**src/rtl/uart_tx_fifo.sv**
```systemverilog
// Transmit-side FWFT byte buffer between the SBUF write path and the UART transmitter.
// Also generates the TI (transmit-done) interrupt flag and a sticky overflow flag.
module uart_tx_fifo #(
  parameter int DATA_W = 8,
  parameter int ADDR_W = 4
) (
  input  logic              clk_tx,
  input  logic              rst_n,
  input  logic              wr_en,
  input  logic [DATA_W-1:0] wr_data,
  input  logic              flush,
  input  logic              r_en,
  output logic [DATA_W-1:0] txd_to_if,
  output logic              fifo_empty,
  output logic              fifo_full,
  output logic [ADDR_W:0]   level,
  output logic              overflow,
  input  logic              ovf_clr,
  output logic              tx_int,
  input  logic              ti_clr
);

  localparam int DEPTH = 2**ADDR_W;
  localparam logic [ADDR_W:0] FULL_LVL = DEPTH[ADDR_W:0];

  logic [DATA_W-1:0] mem [DEPTH];
  logic [ADDR_W-1:0] rd_ptr;
  logic [ADDR_W-1:0] wr_ptr;

  logic pop_ok;
  logic push_ok;
  logic drop;
  logic ti_set;

  assign fifo_empty = (level == '0);
  assign fifo_full  = (level == FULL_LVL);

  always_comb begin
    txd_to_if = '0;
    if (!fifo_empty)
      txd_to_if = mem[rd_ptr];
  end

  // A pop frees a slot in the same cycle, so a push into a full queue is
  // accepted when it coincides with a pop.
  always_comb begin
    pop_ok  = !flush && r_en && !fifo_empty;
    push_ok = !flush && wr_en && (!fifo_full || pop_ok);
    drop    = !flush && wr_en && fifo_full && !r_en;
    ti_set  = pop_ok && !push_ok && (level == {{ADDR_W{1'b0}}, 1'b1});
  end

  always_ff @(posedge clk_tx) begin
    if (rst_n && push_ok)
      mem[wr_ptr] <= wr_data;
  end

  always_ff @(posedge clk_tx) begin
    if (!rst_n) begin
      rd_ptr   <= '0;
      wr_ptr   <= '0;
      level    <= '0;
      overflow <= 1'b0;
      tx_int   <= 1'b0;
    end else begin
      if (flush) begin
        rd_ptr <= '0;
        wr_ptr <= '0;
        level  <= '0;
      end else begin
        if (push_ok)
          wr_ptr <= wr_ptr + ADDR_W'(1);
        if (pop_ok)
          rd_ptr <= rd_ptr + ADDR_W'(1);
        case ({push_ok, pop_ok})
          2'b10:   level <= level + (ADDR_W+1)'(1);
          2'b01:   level <= level - (ADDR_W+1)'(1);
          default: level <= level;
        endcase
      end

      if (drop)
        overflow <= 1'b1;
      else if (ovf_clr)
        overflow <= 1'b0;

      if (ti_set)
        tx_int <= 1'b1;
      else if (ti_clr)
        tx_int <= 1'b0;
    end
  end

endmodule

```
**config.mk**
```make
export PLATFORM = sky130hd
export DESIGN_NAME = uart_tx_fifo
export DESIGN_NICKNAME = d
export VERILOG_FILES = /design/src/rtl/uart_tx_fifo.sv
export SDC_FILE = /design/constraint.sdc
export NUM_CORES = 1
export LEC_CHECK = 0
export ABC_AREA = 1
export BUFFER_PORTS_ARGS = -buffer_cell sky130_fd_sc_hd__buf_2
export CAP_MARGIN = 40
export CORE_MARGIN = 4
export CORE_UTILIZATION = 25
export DETAILED_ROUTE_END_ITERATION = 12
export GPL_TIMING_DRIVEN = 0
export HOLD_SLACK_MARGIN = 0.06
export SYNTH_ARGS = -nofsm -noshare
export SYNTH_HDL_FRONTEND = slang
export SYNTH_SLANG_ARGS = --single-unit
```
**constraint.sdc**
```tcl
create_clock -name clk_tx -period 2.5 [get_ports clk_tx]
set_input_delay 0.125 -clock clk_tx [delete_from_list [all_inputs] [get_ports clk_tx]]
set_output_delay 0.125 -clock clk_tx [all_outputs]
set_load 0.02 [all_outputs]
```
---- Word level (Yosys, flattened, before mapping) ----
Memories as Yosys holds them, arrays and structs flattened. A register that Yosys moved wholly into a read port is not among the register bits.
Cells that the tools add are included.
cells by class
  $lt $le $gt $ge ......................... 0
  bitwise operators ....................... 1
  reductions and logical operators ........ 20
  $add $sub $neg .......................... 4
  div/mod/pow operators ................... 0
  shift operators ......................... 0
  equality and inequality tests ........... 4
  muxes and demuxes ....................... 10
  $mul .................................... 0
operators by type and width
  operator                                                                number
  5-bit case mux with 2 select lines                                      1
  1-bit logical AND                                                       9
  4-bit by 1-bit adder with 4-bit output (second input constant)          2
  4-bit two-way mux                                                       2
  8-bit two-way mux                                                       1
  1-bit two-way mux                                                       6
  2-bit nonzero test                                                      3
  5-bit by 1-bit adder with 5-bit output (second input constant)          1
  5-bit by 1-bit equality test with 1-bit output (second input constant)  1
  5-bit equality test (second input constant)                             1
  1-bit logical NOT                                                       5
  5-bit logical NOT                                                       1
  5-bit by 1-bit subtractor with 5-bit output (second input constant)     1
  2-bit by 1-bit equality test with 1-bit output (second input constant)  1
  2-bit equality test (second input constant)                             1
  2-bit OR reduction                                                      1
  1-bit logical OR                                                        1
  1-bit NOT                                                               1
storage, ports and cells
  input bits .............................. 15
  RAM bits ................................ 128
  bits in latches ......................... 0
  memories ................................ 1
  bits in read-only memories .............. 0
  bits in registers ....................... 15
  word-level logic and storage cells ...... 45
memories
  memory  depth  width  read ports  clocked after memory_dff  wr ports  line  RTL
  mem     16     8      1           1                         1         26    logic [DATA_W-1:0] mem [DEPTH];

---- Longest topological paths before layout ----
Gate-level depths: netlist of run 1.
  depth in word-level cells ............... 9
  depth in mapped cells ................... 11

---- Worst setup path after synthesis of run 1 ----
OpenSTA, ideal clock, no wires.
  path kind ............................... register -> register
  from .................................... register level[0]
  to ...................................... memory mem[10][0] (enable)
  library setup time ...................... 0.370 ns
  stages on the path, launching flop included .. 10
  period minus slack after synthesis ...... 2.138 ns
  buffers on the path ..................... 0
  data required time ...................... 2.130 ns
  arrival ................................. 1.768 ns
  path slack .............................. 0.362 ns
  cells stage by stage .................... dfxtp_1 -> inv_1 -> ha_1 -> nand2_1 -> inv_1 -> nand3_4 -> nand2_4 -> inv_4 -> nand2_1 -> nor2_1
on the way
  longest elaborated chain between the ends .. 8
  elaborated cells between the ends (all ways) .. 10
  those cells by class .................... eq/ne: 1; mux: 2; reduce/logical: 7
RTL lines
  item                                       line  RTL
  start: declaration                         16    output logic [ADDR_W:0] level,
  start signal: assignment                   76    2'b10: level <= level + (ADDR_W+1)'(1);
  start signal: assignment                   77    2'b01: level <= level - (ADDR_W+1)'(1);
  start signal: assignment                   78    default: level <= level;
  5-bit logical NOT                          35    assign fifo_empty = (level == '0);
  1-bit logical NOT                          47    pop_ok = !flush && r_en && !fifo_empty;
  1-bit logical AND                          47
  1-bit logical OR *                         48    push_ok = !flush && wr_en && (!fifo_full || pop_ok);
  1-bit logical AND *                        48
  1-bit logical AND *                        54    if (rst_n && push_ok)
  1-bit two-way mux *                        54
  1-bit two-way mux (implied by the code) *  55    mem[wr_ptr] <= wr_data;
  end: declaration                           26
Every way passes the cells marked *; elsewhere a longest branch is shown, timed or not.

---- Final worst setup path of run 1 ----
  from .................................... register level[0]
  to ...................................... memory mem[7][2] (enable)
Same word-level chain as after synthesis.

==> results.md, run 1 <==
Run status:
- The flow ran to the end, and the final reports show no timing, DRC or antenna violations.

Synthesis:
- The area of the mapped netlist is 0.006361 mm^2.
- During synthesis, Yosys emitted a total of 0 warnings.
- The register bit total from synthesis is 147.
- The cell count after synthesis came out at 593.
- The part of the Yosys area used for sequential elements is 0.6640.
- Counting every net in the synthesized netlist gives ~600.
- Counting distinct cell types in the post-synthesis netlist gives 29.
- The average instance in the mapped netlist occupies around 11 um^2.

Critical path:
- The worst register-to-register path begins at level[0].
- At the worst endpoint, the arrival time is 2520 ps.
- Measured in cells, the most critical reg-to-reg path has a length of 9.
- The most prevalent standard cell on the critical path is sky130_fd_sc_hd__inv_1.
- Walking the worst path, the cells encountered are inv_1, ha_1, nand2_1, inv_1, nand3_4, nand2_4, inv_4, nand2_2, nor2_1.
- Data on the critical path is required at its endpoint by 2550 ps.
- The kind of launch point of the worst setup path is a flop.
- The worst setup path category is flop to flop.
- The element type at the critical path end is a flop.
- The largest stage delay on the critical path is roughly 650 ps.
- Along the worst path, the maximum fanout reaches 8.
- The capture point of the worst reg-to-reg path is mem[7][2].
- For this design, the slowest cell found on the critical path is sky130_fd_sc_hd__nor2_1.
- The worst register-to-register path has a setup slack of approximately 28 ps.

Drt:
- The pre-antenna-repair detailed-routing pass consisted of 5 iterations.
- The detailed-route via count is around 4500.
- Wires add up to 16.19 mm.
- In this run, the number of DRC markers left after iteration 0 of detailed routing was 422.
- In the routed design, unresolved DRC markers number 0.
- The count of nets left with antenna violations once routing finished came out at 0.
- Using the TritonRoute via totals, the vias-per-cell ratio works out to 4.543.
- The wire length per cell after detailed routing is 16.29 um.

Hold path:
- The number of instances on the worst hold path is 6.
- The class of the tightest hold or removal check is input port to flop.
- The startpoint of the worst hold path is wr_en.
- The path with the worst hold slack has its endpoint at level[1].

Clock network:
- In this run the clock root is driven by a sky130_fd_sc_hd__clkbuf_16.
- The total setup buffers inserted after CTS is 0.
- The sink count of the clock tree is 147.
- The H-tree level count is 4.
- After clock tree synthesis, the clock-pin slew on the worst setup and hold paths is ~60 ps.
- Clock latency on the worst-skew pair, taken at its later pin, is 420 ps.
- TritonCTS built the clock tree.
- The number of buffers inserted during clock tree synthesis is 17.
- The worst-case clock buffer depth is 2.

GRT:
- The final global-route overflow total is 0.
- The largest net degree at the start of global routing is 17.
- The wire length of the first global-routing pass is approximately 25 mm.
- The number of global-route vias before repair is around 4500.
- For this run, the total global-route usage over all layers was measured as 0.1174.
- The number of antenna violations at the first check in global routing is 0.

Placement:
- Once placement finished, the instance area stood at between 0.006 and 0.007 mm^2.
- The placed wire-length estimate is 10.62 mm.
- The weighted congestion reported at the end of routability-driven placement is about 0.80.
- The quantity of I/O buffers inserted on ports is 31.
- Counting tap cells, the placed design contains a total of 958 instances.
- The pre-CTS setup slack is -16.80 ps.

Cells and area:
- Leaving out fill and tap cells, the most frequent cell in the layout is sky130_fd_sc_hd__nand2_1.
- In the final layout, the share of cells above drive strength 1 is 0.1762.
- Compared with the post-synthesis result, the final layout area differs by 20.16%.
- At the end of the flow the core is filled with cells to 0.3044.
- 0 antenna diodes ended up in the layout.
- The library cells used most frequently in the layout, excluding fill and tap cells, are sky130_fd_sc_hd__nand2_1, sky130_fd_sc_hd__edfxtp_1, sky130_fd_sc_hd__nand3_1.
- The post-route cell area is 0.007644 mm^2.
- The count of cells in the finished layout, fillers not included, comes to 994.
- The number of nets in the layout is about 680.

Floorplan:
- The initial core utilization is 0.2533.
- Pin placement for this block handled 32 I/O pins.
- The die is between 150 and 200 um wide.
- The floorplan row count is 58.
- The die extent in y is 167.5 um.
- The die covers 0.02806 mm^2.
- The area inside the core boundary is 0.02511 mm^2.

STA:
- The number of max-slew violations in the final report was 0.
- The final-report hold violation count came to 0.
- Once routing completed, OpenROAD measured the worst setup slack at 28.14 ps.
- Setup repair after global routing could not meet its margin everywhere.
- Headroom to the max-slew limit came out at 0.4497.
- The setup clock skew after layout is about 8.6 ps.
- After layout, the minimum clock period comes to 2472 ps.
- The count of endpoints failing setup in the final report is 0.
- The achievable frequency is 404.6 MHz.
- Of the available clock period, the critical path in the final layout requires 0.9887.
- The slew at the pin with the worst max-slew slack is 822.4 ps.

Flow run:
- Across the run, the number of max-cap violations was 0.

Power:
- VDD sags by at most 0.2767 mV.
- In this run the static leakage power is 2.842 nW.
- The design draws 5.555 mW.
- The total power per unit cell area is 726.7 mW/mm^2.
[worst max-delay path by stage]
stage                     startpoint    endpoint  slack (ps)  cells past startpoint
after floorplan             level[0]  mem[10][0]         360                      9
after global placement      level[0]   mem[3][2]         -40                      9
after detailed placement    level[0]   mem[9][2]         -20                      9
after CTS                   level[0]   mem[9][6]         -60                      9
after global routing        level[0]   mem[7][2]        -150                      9
final                       level[0]   mem[7][2]          30                      9
[Yosys cell counts]
library cell	n	area, um^2
sky130_fd_sc_hd__nand2_1	194	728.2
sky130_fd_sc_hd__edfxtp_1	128	3844
sky130_fd_sc_hd__nand3_1	114	570.6
sky130_fd_sc_hd__nor2_1	31	116.4
sky130_fd_sc_hd__inv_1	21	78.83
sky130_fd_sc_hd__dfxtp_1	19	380.4
sky130_fd_sc_hd__a21oi_1	17	85.08
sky130_fd_sc_hd__buf_2	13	65.06
sky130_fd_sc_hd__ha_1	9	112.6
sky130_fd_sc_hd__buf_4	7	52.55
sky130_fd_sc_hd__clkbuf_1	4	15.01
sky130_fd_sc_hd__nand3_4	4	70.07
sky130_fd_sc_hd__o21ai_0	4	20.02
sky130_fd_sc_hd__inv_2	3	11.26
sky130_fd_sc_hd__nand4_1	3	18.77
sky130_fd_sc_hd__nor2_4	3	33.78
sky130_fd_sc_hd__o21ai_1	3	15.01
sky130_fd_sc_hd__buf_6	2	22.52
sky130_fd_sc_hd__nand2_4	2	22.52
sky130_fd_sc_hd__xnor2_1	2	17.52
sky130_fd_sc_hd__xor2_1	2	17.52
sky130_fd_sc_hd__a21oi_2	1	8.760
sky130_fd_sc_hd__buf_1	1	3.750
sky130_fd_sc_hd__clkinv_1	1	3.750
sky130_fd_sc_hd__inv_4	1	6.260
sky130_fd_sc_hd__inv_6	1	8.760
sky130_fd_sc_hd__nand2_2	1	6.260
sky130_fd_sc_hd__nor2_2	1	6.260
sky130_fd_sc_hd__nor2_8	1	20.02
[critical path: cells and delay by family, from the launching register on]
| kind | cells | cell delay, ps |
|---|---|---|
| adder cells (fa/ha/maj) | 1 | 270 |
| buffers and inverters | 3 | 320 |
| flip-flops | 1 | 440 |
| AND/OR/NAND/NOR | 5 | 1050 |
[power breakdown]
group / switching [mW] / leakage [nW] / internal [mW]
clock: 1.07 / 0.288 / 1.50
combinational: 0.213 / 1.25 / 0.0866
sequential: 0.00937 / 1.30 / 2.67
total: 1.30 / 2.84 / 4.26
[timing repair]
action,CTS,global route
hold endpoints to repair,2,0
setup endpoints to repair,56,54
hold buffers,4,0
gates resized for setup,6,9
gates cloned,0,0
[sequential cells by signal, indices dropped and copies added (netlist names), named ones only]
name / cells
level: 5
mem: 128
overflow: 1
rd_ptr: 4
tx_int: 1
wr_ptr: 4
[through the flow]
step	hold slack [ps]	setup TNS (ps)
after floorplan	223.9	0
after global placement	383.6	-874.1
after detailed placement	386.4	-357.0
after CTS	83.39	-827.6
after global routing	95.50	-2382
final	96.64	0
[cells by family after synthesis]
kind of cell / after synthesis / synth area share
AND/OR/NAND/NOR: 354 / 0.2504
flip-flops: 147 / 0.6640
buffers and inverters: 54 / 0.04209
AO/OA/AOI/OAI: 25 / 0.02026
adder cells (fa/ha/maj): 9 / 0.01770
XOR/XNOR: 4 / 0.005508
[area by class of cell]
type                            instances  area [um^2]
Tap cell                              330        412.9
Fill cell                            2615        17470
Inverter                               27        112.6
Clock inverter                         15        170.2
Sequential cell                       147         4224
Multi-Input combinational cell        392         1914
Clock buffer                           17        425.4
Timing Repair Buffer                   39        225.2
Buffer                                 27        158.9
[layer usage]
layer | vias to the layer above | track usage | share of wire
li1 | 2154 | - | -
met1 | 2170 | 0.1601 | 0.44
met2 | 177 | 0.1882 | 0.48
met3 | 15 | 0.02432 | 0.062
met4 | 0 | 0.03740 | 0.010
met5 | - | 0 | 0
Power figures use the tool's default switching activity.
==> run 2, diff against run 1 <==
- ABC_AREA: 1 -> default
- clock period: 2.5 -> 2.7 ns (I/O delays scaled with it)
==> run 2 against run 1 <==
  * Synthesized cell count shrank 44%
  * Routed wire length fell by 21%
  * First-iteration DRC count down 41%
  * Non-clock buffer count is 11 lower
  * Sequential share of layout area increased by 2.9 points
  * Cell count down 27%
  * Maximum frequency decreased by 5.6%
  * Combinational power is 57% lower
  * Area after synthesis fell by 6.1%
  * Power is 11% lower
  * Flip-flop and latch count stayed put
  * Largest cell class unchanged
  * Largest power group unchanged
  * Highest routed layer unchanged
==> results.md, run 2 <==
Floorplan:
- The initial core utilization is 0.2544.
- The die covers 0.02642 mm^2.
- The number of top-level pins is 32.
- The floorplan has 56 rows.
- In this run the vertical extent of the chip is 162.5 um.
- The area inside the core boundary is about 0.023 mm^2.
- From left edge to right edge, the die measures 162.5 um.

Power:
- The total net switching power is 1.050 mW.
- The total power per unit cell area is slightly below 700 mW/mm^2.
- Of the total power, the share spent switching nets is 0.2126.
- Of the total power, combinational logic draws 0.026.
- The clock network fraction of design power is 0.472.
- IR analysis of the VDD net gives a maximum drop of 0.3503 mV.
- The share of total power dissipated in sequential elements is 0.502.
- The post-layout total power is 4.938 mW.
- Internal power comes to 3.888 mW.
- The leakage power is 2.290 nW.

Placement:
- The weighted congestion reported at the end of routability-driven placement is approximately 0.84.
- The quantity of I/O buffers inserted on ports is 31.
- The number of instances in the placed design is between 600 and 700.
- The cell area reported after detailed placement is 0.006608 mm^2.
- Summed over all nets, the half-perimeter wirelength after detailed placement is 8.710 mm.

Cells and area:
- In the final layout, the registers with the most flip-flops are mem: 128 flops, level: 5 flops.
- Leaving out fill and tap cells, the most frequent cell in the layout is sky130_fd_sc_hd__edfxtp_1.
- In the final layout, flip-flops and latches occupy 0.004224 mm^2.
- In the final design database the tool counted roughly 420 nets.
- The layout has roughly 2300 filler cells.
- The repair_antennas step left the layout with diodes totalling 0.
- Ranked by flip-flop count, first place goes to mem.
- The count of cells in the finished layout, fillers not included, comes to 723.
- The multi-input combinational cells in the finished layout cover a total of approximately 0.0017 mm^2.
- Leaving out fill and tap cells, the most frequent cells in the layout are sky130_fd_sc_hd__edfxtp_1, sky130_fd_sc_hd__buf_2, sky130_fd_sc_hd__mux4_2.
- The fraction of final layout cells with drive strength greater than 1 is 0.3564.
- The post-route cell area is 0.007262 mm^2.
- The number of flip-flops in the largest register is approximately 130.
- Compared with the post-synthesis result, the final layout area differs by 21.63%.

Synthesis:
- After synthesis, the share of flip-flops with an asynchronous set or reset is 0.
- The share of synthesized area in the top cell type comes to 0.6438.
- The Yosys warning count is 0.
- The most used flip-flop cell after synthesis is sky130_fd_sc_hd__edfxtp_1.
- The average instance area after synthesis is 18.09 um^2.
- The largest total area in the synthesized netlist belongs to sky130_fd_sc_hd__edfxtp_1.
- The part of the Yosys area used for sequential elements is 0.7075.
- The number of nets in the synthesized netlist is roughly 350.
- Yosys mapped the design onto 47 distinct sky130hd cell types.
- The number of enable-type register cells in the synthesized netlist is around 130.
- The area of the mapped netlist is 0.005971 mm^2.
- Yosys attributes the largest share of cell area to sky130_fd_sc_hd__edfxtp_1, sky130_fd_sc_hd__mux4_2, sky130_fd_sc_hd__dfxtp_1, sky130_fd_sc_hd__ha_1, sky130_fd_sc_hd__mux2i_1.
- The most common cell in the synthesized netlist is sky130_fd_sc_hd__edfxtp_1.
- The number of instances in the synthesized netlist is 330.
- The register bit total from synthesis is 147.
- In the synthesized netlist, the cells that appear most often are sky130_fd_sc_hd__edfxtp_1, sky130_fd_sc_hd__mux4_2, sky130_fd_sc_hd__nor2_1.

STA:
- For this run, the top clock speed supported by timing is 382.0 MHz.
- Setup repair after global routing could not meet its margin everywhere.
- The setup clock skew after layout is roughly 9 ps.
- At the pin with the least slew margin, the transition time is 565.9 ps.
- In the finished design, the share of the clock period the worst path needs comes to 0.9695.
- Setup violations remaining at the end of the flow were counted as 0.
- The number of max-slew violations in the final report came to 0.
- The final-report hold violation count is 0.
- The final period demand of the worst path is 2618 ps.
- The normalized max-slew margin is 0.6224.
- The minimum hold slack is roughly 93 ps.

Drt:
- The initial DRC count is 251.
- For this run, design rule violations remaining after detail routing come to 0.
- The detailed-router iteration count before antenna repair is 5.
- The final layout contains routed wiring with a total length of roughly 13 mm.
- The average vias per placed instance is around 4.5.
- The antenna violation net count after detailed routing is 0.
- After detailed routing, the average wire length per cell comes to between 15 and 20 um.
- The detailed-route via count is 3222.

GRT:
- The wire length of the first global-routing pass is 20.36 mm.
- The number of antenna violations at the first check in global routing is 0.
- The number of global-route vias before repair is 3377.
- The total overflow left after global routing is 0.
- Entering global routing, the biggest net connects 17 pins.
- The global-route usage over all layers is 0.1025.

Hold path:
- Counting instances, the worst hold path has a depth of 4.
- In this run the most critical hold path is launched from ti_clr.
- The worst-case hold path end point is tx_int.
- The class of the tightest hold or removal check is input port to flop.

Critical path:
- The element type at the critical path end is a flop.
- The worst reg-to-reg setup slack is 80 ps.
- The kind of launch point of the worst setup path is a flop.
- The maximum fanout along the worst path is 9.
- The worst setup path category is flop to flop.
- The worst endpoint data arrival time is ~2800 ps.
- The worst register-to-register path has a depth of 7.
- The required time at the endpoint of the critical path is 2840 ps.
- The startpoint identified for the worst register-to-register timing path is level[0].
- The capture point of the worst reg-to-reg path is mem[4][3].

Clock network:
- The TritonCTS clock tree is built.
- The H-tree was split into 4 levels.
- Buffers inserted during clock tree synthesis total 17.
- In this run the deepest clock path goes through 2 buffers.
- Clock-pin slew was measured on the worst setup and hold paths at 70 ps.
- The cell sitting at the root of the clock tree is a sky130_fd_sc_hd__clkbuf_16.
- The total setup buffers inserted after CTS is 0.
- The clock insertion delay at the later pin of the skew report is roughly 420 ps.
- Clock tree synthesis found a total of 147 sinks.

Flow run:
- The number of max-cap violations is 0.

Run status:
- The flow ran to the end, and the final reports show no timing, DRC or antenna violations.
## run 2: routing by layer
layer,share of wire,global-route usage,vias up
li1,-,-,1443
met1,0.47,0.1431,1657
met2,0.47,0.1599,111
met3,0.054,0.02658,11
met4,0.0091,0.02745,0
met5,0,0,-
## run 2: logic make-up (layout without fill, tap and decap cells)
logic type,Yosys count,after routing,synth area share
buf+inv,21,95,0.01760
mux,50,50,0.1526
simple gates,65,65,0.05868
flops,147,147,0.7075
fa+ha+maj,9,9,0.01886
xor+xnor,6,6,0.008801
compound gates,32,32,0.03604
## run 2: worst max path at each step
| stage | from | to | depth (start not counted) |
|---|---|---|---|
| CTS | flop | txd_to_if[3] | 7 |
| finish | level[0] | mem[4][3] | 7 |
| floorplan | level[0] | mem[0][0] | 6 |
| detailed placement | level[0] | mem[1][4] | 6 |
| global placement | level[0] | mem[4][3] | 6 |
| global route | level[0] | mem[4][3] | 7 |
## run 2: layout make-up
class	instances	share of cell area
Tap cell	319	0.05496
Buffer	12	0.01120
Multi-Input combinational cell	162	0.2329
Clock inverter	14	0.02119
Inverter	8	0.004824
Sequential cell	147	0.5817
Clock buffer	18	0.05910
Timing Repair Buffer	43	0.03411
## run 2: timing repair
action	CTS	global route
endpoints found under the hold margin	1	0
gates resized for setup	14	8
endpoints found under the setup margin	82	61
hold buffers	1	0
gates cloned	0	0
## run 2: per-stage QoR
stage | utilization | setup slack, ps | TNS [ps]
6_report | 0.3094 | 82.25 | 0
5_1_grt | 0.3094 | -38.09 | -630.4
4_1_cts | 0.3083 | 37.27 | 0
3_5_place_dp | 0.2815 | -271.7 | -12740
3_3_place_gp | 0.2780 | -159.4 | -12300
2_1_floorplan | - | 231.5 | 0
## run 2: power groups by stage
stage	combinational [mW]	clock [mW]	sequential, mW
5_1_grt	0.142	2.48	2.48
3_3_place_gp	0.117	0	2.52
3_5_place_dp	0.125	0	2.53
2_1_floorplan	0.0581	0	2.53
4_1_cts	0.128	2.36	2.48
6_report	0.130	2.33	2.48
## run 2: worst max-delay path, cell delays in order (launching register included)
cell	delay (ps)
sky130_fd_sc_hd__dfxtp_1	490
sky130_fd_sc_hd__inv_1	110
sky130_fd_sc_hd__ha_1	250
sky130_fd_sc_hd__and4bb_2	300
sky130_fd_sc_hd__a21oi_2	290
sky130_fd_sc_hd__nand2_1	280
sky130_fd_sc_hd__nor2_2	390
sky130_fd_sc_hd__buf_4	230
==> run 3, diff against run 2 <==
- ABC_AREA: default -> 1
==> run 3 against run 2 <==
  * Worst setup slack improved by 51 ps
  * Highest routed layer unchanged
  * Die area increased by 6.2%
  * Routed wire length increased by 27%
  * Critical path type unchanged
  * Sequential power about the same
  * Count of clock-buffer cells in the layout decreased by 1
  * Maximum frequency increased by 2.0%
  * Sequential share of layout area decreased by 2.6 points
  * Worst hold slack improved by 9.4 ps
  * Global-route usage increased by 1.5 points
  * Power increased by 4.3%
  * Clock skew about the same
==> results.md, run 3 (synthesis results as in run 1) <==
Critical path:
- The largest stage delay on the critical path is 700 ps.
- For the worst flop-to-flop path, the logic depth is 9.
- The worst register-to-register path has a setup slack of 130 ps.
- Of all nets on the critical path, the largest fanout is 8.
- At the worst endpoint, the required time is about 2800 ps.
- The kind of launch point of the worst setup path is a flop.
- STA classifies the critical path endpoint as a flop.
- The slowest stage of the critical path belongs to the cell sky130_fd_sc_hd__nor2_1.
- The worst register-to-register path begins at level[0].
- By startpoint and endpoint, the worst setup path is classified as flop to flop.
- The worst endpoint data arrival time is 2620 ps.
- The critical path goes through inv_1, ha_1, nand2_1, inv_1, nand3_4, nand2_4, inv_4, nand2_1, nor2_1.
- The worst register-to-register path ends at mem[5][6].

Cells and area:
- The final core utilization is 0.3028.
- The number of flip-flops in the largest register is between 100 and 150.
- The area growth from synthesis to layout is 19.51%.
- Of the cells placed in the final design, the portion with a size suffix greater than 1 is 0.1642.
- 0 antenna diodes ended up in the layout.
- At the end of the flow, the number of nets in the layout was 675.
- The finished cells cover ~0.0076 mm^2.
- The register with the highest flop count is mem.
- In the layout the commonest cells are sky130_fd_sc_hd__nand2_1, sky130_fd_sc_hd__edfxtp_1, sky130_fd_sc_hd__nand3_1.
- The library cell used most frequently in the layout, excluding fill and tap cells, is sky130_fd_sc_hd__nand2_1.
- The largest registers in the layout are mem: 128 flops, level: 5 flops.
- After the flow finishes, the layout carries non-filler instances totaling about 1000.

Floorplan:
- The die is 167.5 um tall.
- The floorplan row count is 58.
- The die covers 0.02806 mm^2.
- Measured along the x axis, the die boundary spans around 170 um.
- The number of top-level pins is 32.
- The initial core utilization is 0.2533.
- The region available for standard cell placement spans approximately 0.025 mm^2.

STA:
- The normalized max-slew margin is 0.4204.
- The count of endpoints failing setup in the final report is 0.
- For the pin with the worst max-slew slack, the measured transition is slightly below 900 ps.
- Dividing the final minimum period by the clock period gives 0.9507.
- Final hold analysis gives a worst-case slack of approximately 100 ps.
- The final-report hold violation count is 0.
- The number of max-slew violations in the final report was 0.
- For the finished layout, the period the worst path requires is 2567 ps.
- Setup repair after global routing could not meet its margin everywhere.
- For the final database, setup skew stands at 9.170 ps.
- The achievable frequency is ~400 MHz.

Drt:
- After detailed routing, no signal wire sits above met4.
- Dividing the detail-routed wire length by the instance count gives 16.30 um.
- The average vias per placed instance is 4.520.
- Across all layers, the routed design uses 4493 vias.
- The final layout contains routed wiring with a total length of 16.21 mm.
- The detailed-route DRC error count is 0.
- The detailed-router iteration count before antenna repair is 5.
- In this run the remaining antenna-violating nets after routing total 0.
- After the first detailed-routing iteration, the DRC count stood at 430.
- The met2 routed wirelength is 7.737 mm.
- For this block, wires on met1 add up to 7.144 mm.
- In the detailed route, the total length drawn on met3 is roughly 1.1 mm.

Clock network:
- Clock tree synthesis inserted a total of 17 buffers.
- Counting along the longest clock path gives a buffer depth of 2.
- The clock root buffer is sky130_fd_sc_hd__clkbuf_16.
- After clock tree synthesis, the clock-pin slew on the worst setup and hold paths is 60 ps.
- After clock tree synthesis, the setup repair step added 0 buffers.
- At the later pin of the worst-skew pair, clock insertion delay measures 430 ps.
- In this run the number of H-tree levels came out at 4.
- TritonCTS built the clock tree.
- The sink count of the clock tree is 147.

Placement:
- In this run the cell area measured after placement is around 0.007 mm^2.
- At the end of routability-driven placement, the weighted congestion stood at 0.8042.
- The number of instances in the placed design is 958.
- The quantity of I/O buffers inserted on ports is 31.
- The placed wire-length estimate is about 11 mm.

Power:
- The total power per unit cell area is around 680 mW/mm^2.
- The leakage power is roughly 2.8 nW.
- The share of total power dissipated in combinational logic is 0.053.
- The internal power of the cells totals 3.943 mW.
- The total net switching power is 1.206 mW.
- The share of total power dissipated in the clock network is 0.464.
- The share of total power dissipated in sequential elements is 0.483.
- The design draws 5.149 mW.
- The largest vdd supply drop is 0.2599 mV.
- The switching part of the total power is 0.2342.

Hold path:
- The worst hold path terminates at level[1].
- The startpoint of the worst hold path is wr_en.
- In this run the worst hold path is classified as input port to flop.
- The worst hold path was traced through 6 stages.

GRT:
- The final global-route overflow total is 0.
- Entering global routing, the biggest net connects 17 pins.
- For this run, the total global-route usage over all layers was measured as 0.1172.
- The first global-routing pass estimated 25.21 mm of wire.
- The number of global-route vias before repair was 4551.
- The number of antenna violations at the first check in global routing is 0.

Run status:
- The flow ran to the end, and the final reports show no timing, DRC or antenna violations.

Flow run:
- The tool flagged a number of max-cap violations equal to 0.
run 3: changes by cell type in the layout (fill, tap and decap cells not counted), moves of 5 or more:
cell	delta
sky130_fd_sc_hd__nor3_1	-5
sky130_fd_sc_hd__mux2i_1	-10
sky130_fd_sc_hd__nand2b_1	-5
sky130_fd_sc_hd__mux2_2	-8
sky130_fd_sc_hd__nor2_1	+15
sky130_fd_sc_hd__nand3_1	+108
sky130_fd_sc_hd__nor2_2	-7
sky130_fd_sc_hd__mux4_2	-32
sky130_fd_sc_hd__inv_1	+14
sky130_fd_sc_hd__nand2_1	+189
sky130_fd_sc_hd__buf_2	+9
sky130_fd_sc_hd__a21oi_1	+7
run 3: critical path: cells and delay by family (launching register included):
kind,cells,cell delay [ps]
flops,1,450
simple gates,5,1130
buf+inv,3,320
fa+ha+maj,1,270
run 3: final cells by class:
| cell class | count | area [um^2] |
|---|---|---|
| Fill cell | 2620 | 17510 |
| Sequential cell | 147 | 4224 |
| Multi-Input combinational cell | 392 | 1877 |
| Clock buffer | 17 | 425.4 |
| Tap cell | 330 | 412.9 |
| Timing Repair Buffer | 39 | 225.2 |
| Clock inverter | 15 | 170.2 |
| Buffer | 27 | 158.9 |
| Inverter | 27 | 108.9 |
run 3: power groups by stage:
stage / Clock [mW] / Sequential [mW] / Combinational [mW]
2_1_floorplan: 0 / 2.54 / 0.160
3_3_place_gp: 0 / 2.53 / 0.266
3_5_place_dp: 0 / 2.53 / 0.270
4_1_cts: 2.41 / 2.48 / 0.274
5_1_grt: 2.52 / 2.49 / 0.301
6_report: 2.39 / 2.48 / 0.273
run 3: how the worst max path moves through the flow:
stage	depth (start not counted)	from	slack [ps]	endpoint
4_1_cts	9	level[0]	140	mem[5][4]
2_1_floorplan	9	level[0]	560	mem[10][0]
6_report	9	level[0]	130	mem[5][6]
3_5_place_dp	9	level[0]	180	mem[9][2]
3_3_place_gp	9	level[0]	160	mem[3][2]
5_1_grt	9	level[0]	-30	mem[9][6]
run 3: per-stage QoR:
stage                     setup slack (ps)  setup TNS [ps]
after detailed placement             183.2               0
after CTS                            138.5               0
after global routing                -30.66          -352.4
after floorplan                      561.9               0
after global placement               162.2               0
final                                133.1               0
run 3: metal layers:
layer / up-vias / GRT usage
li1: 2156 / -
met1: 2164 / 0.1601
met2: 155 / 0.1875
met3: 18 / 0.02432
met4: 0 / 0.03740
met5: - / 0
run 3: what timing repair did:
item / CTS / global route
gates resized for setup: 0 / 3
endpoints found under the setup margin: 0 / 38
endpoints found under the hold margin: 2 / 0
hold buffers: 4 / 0
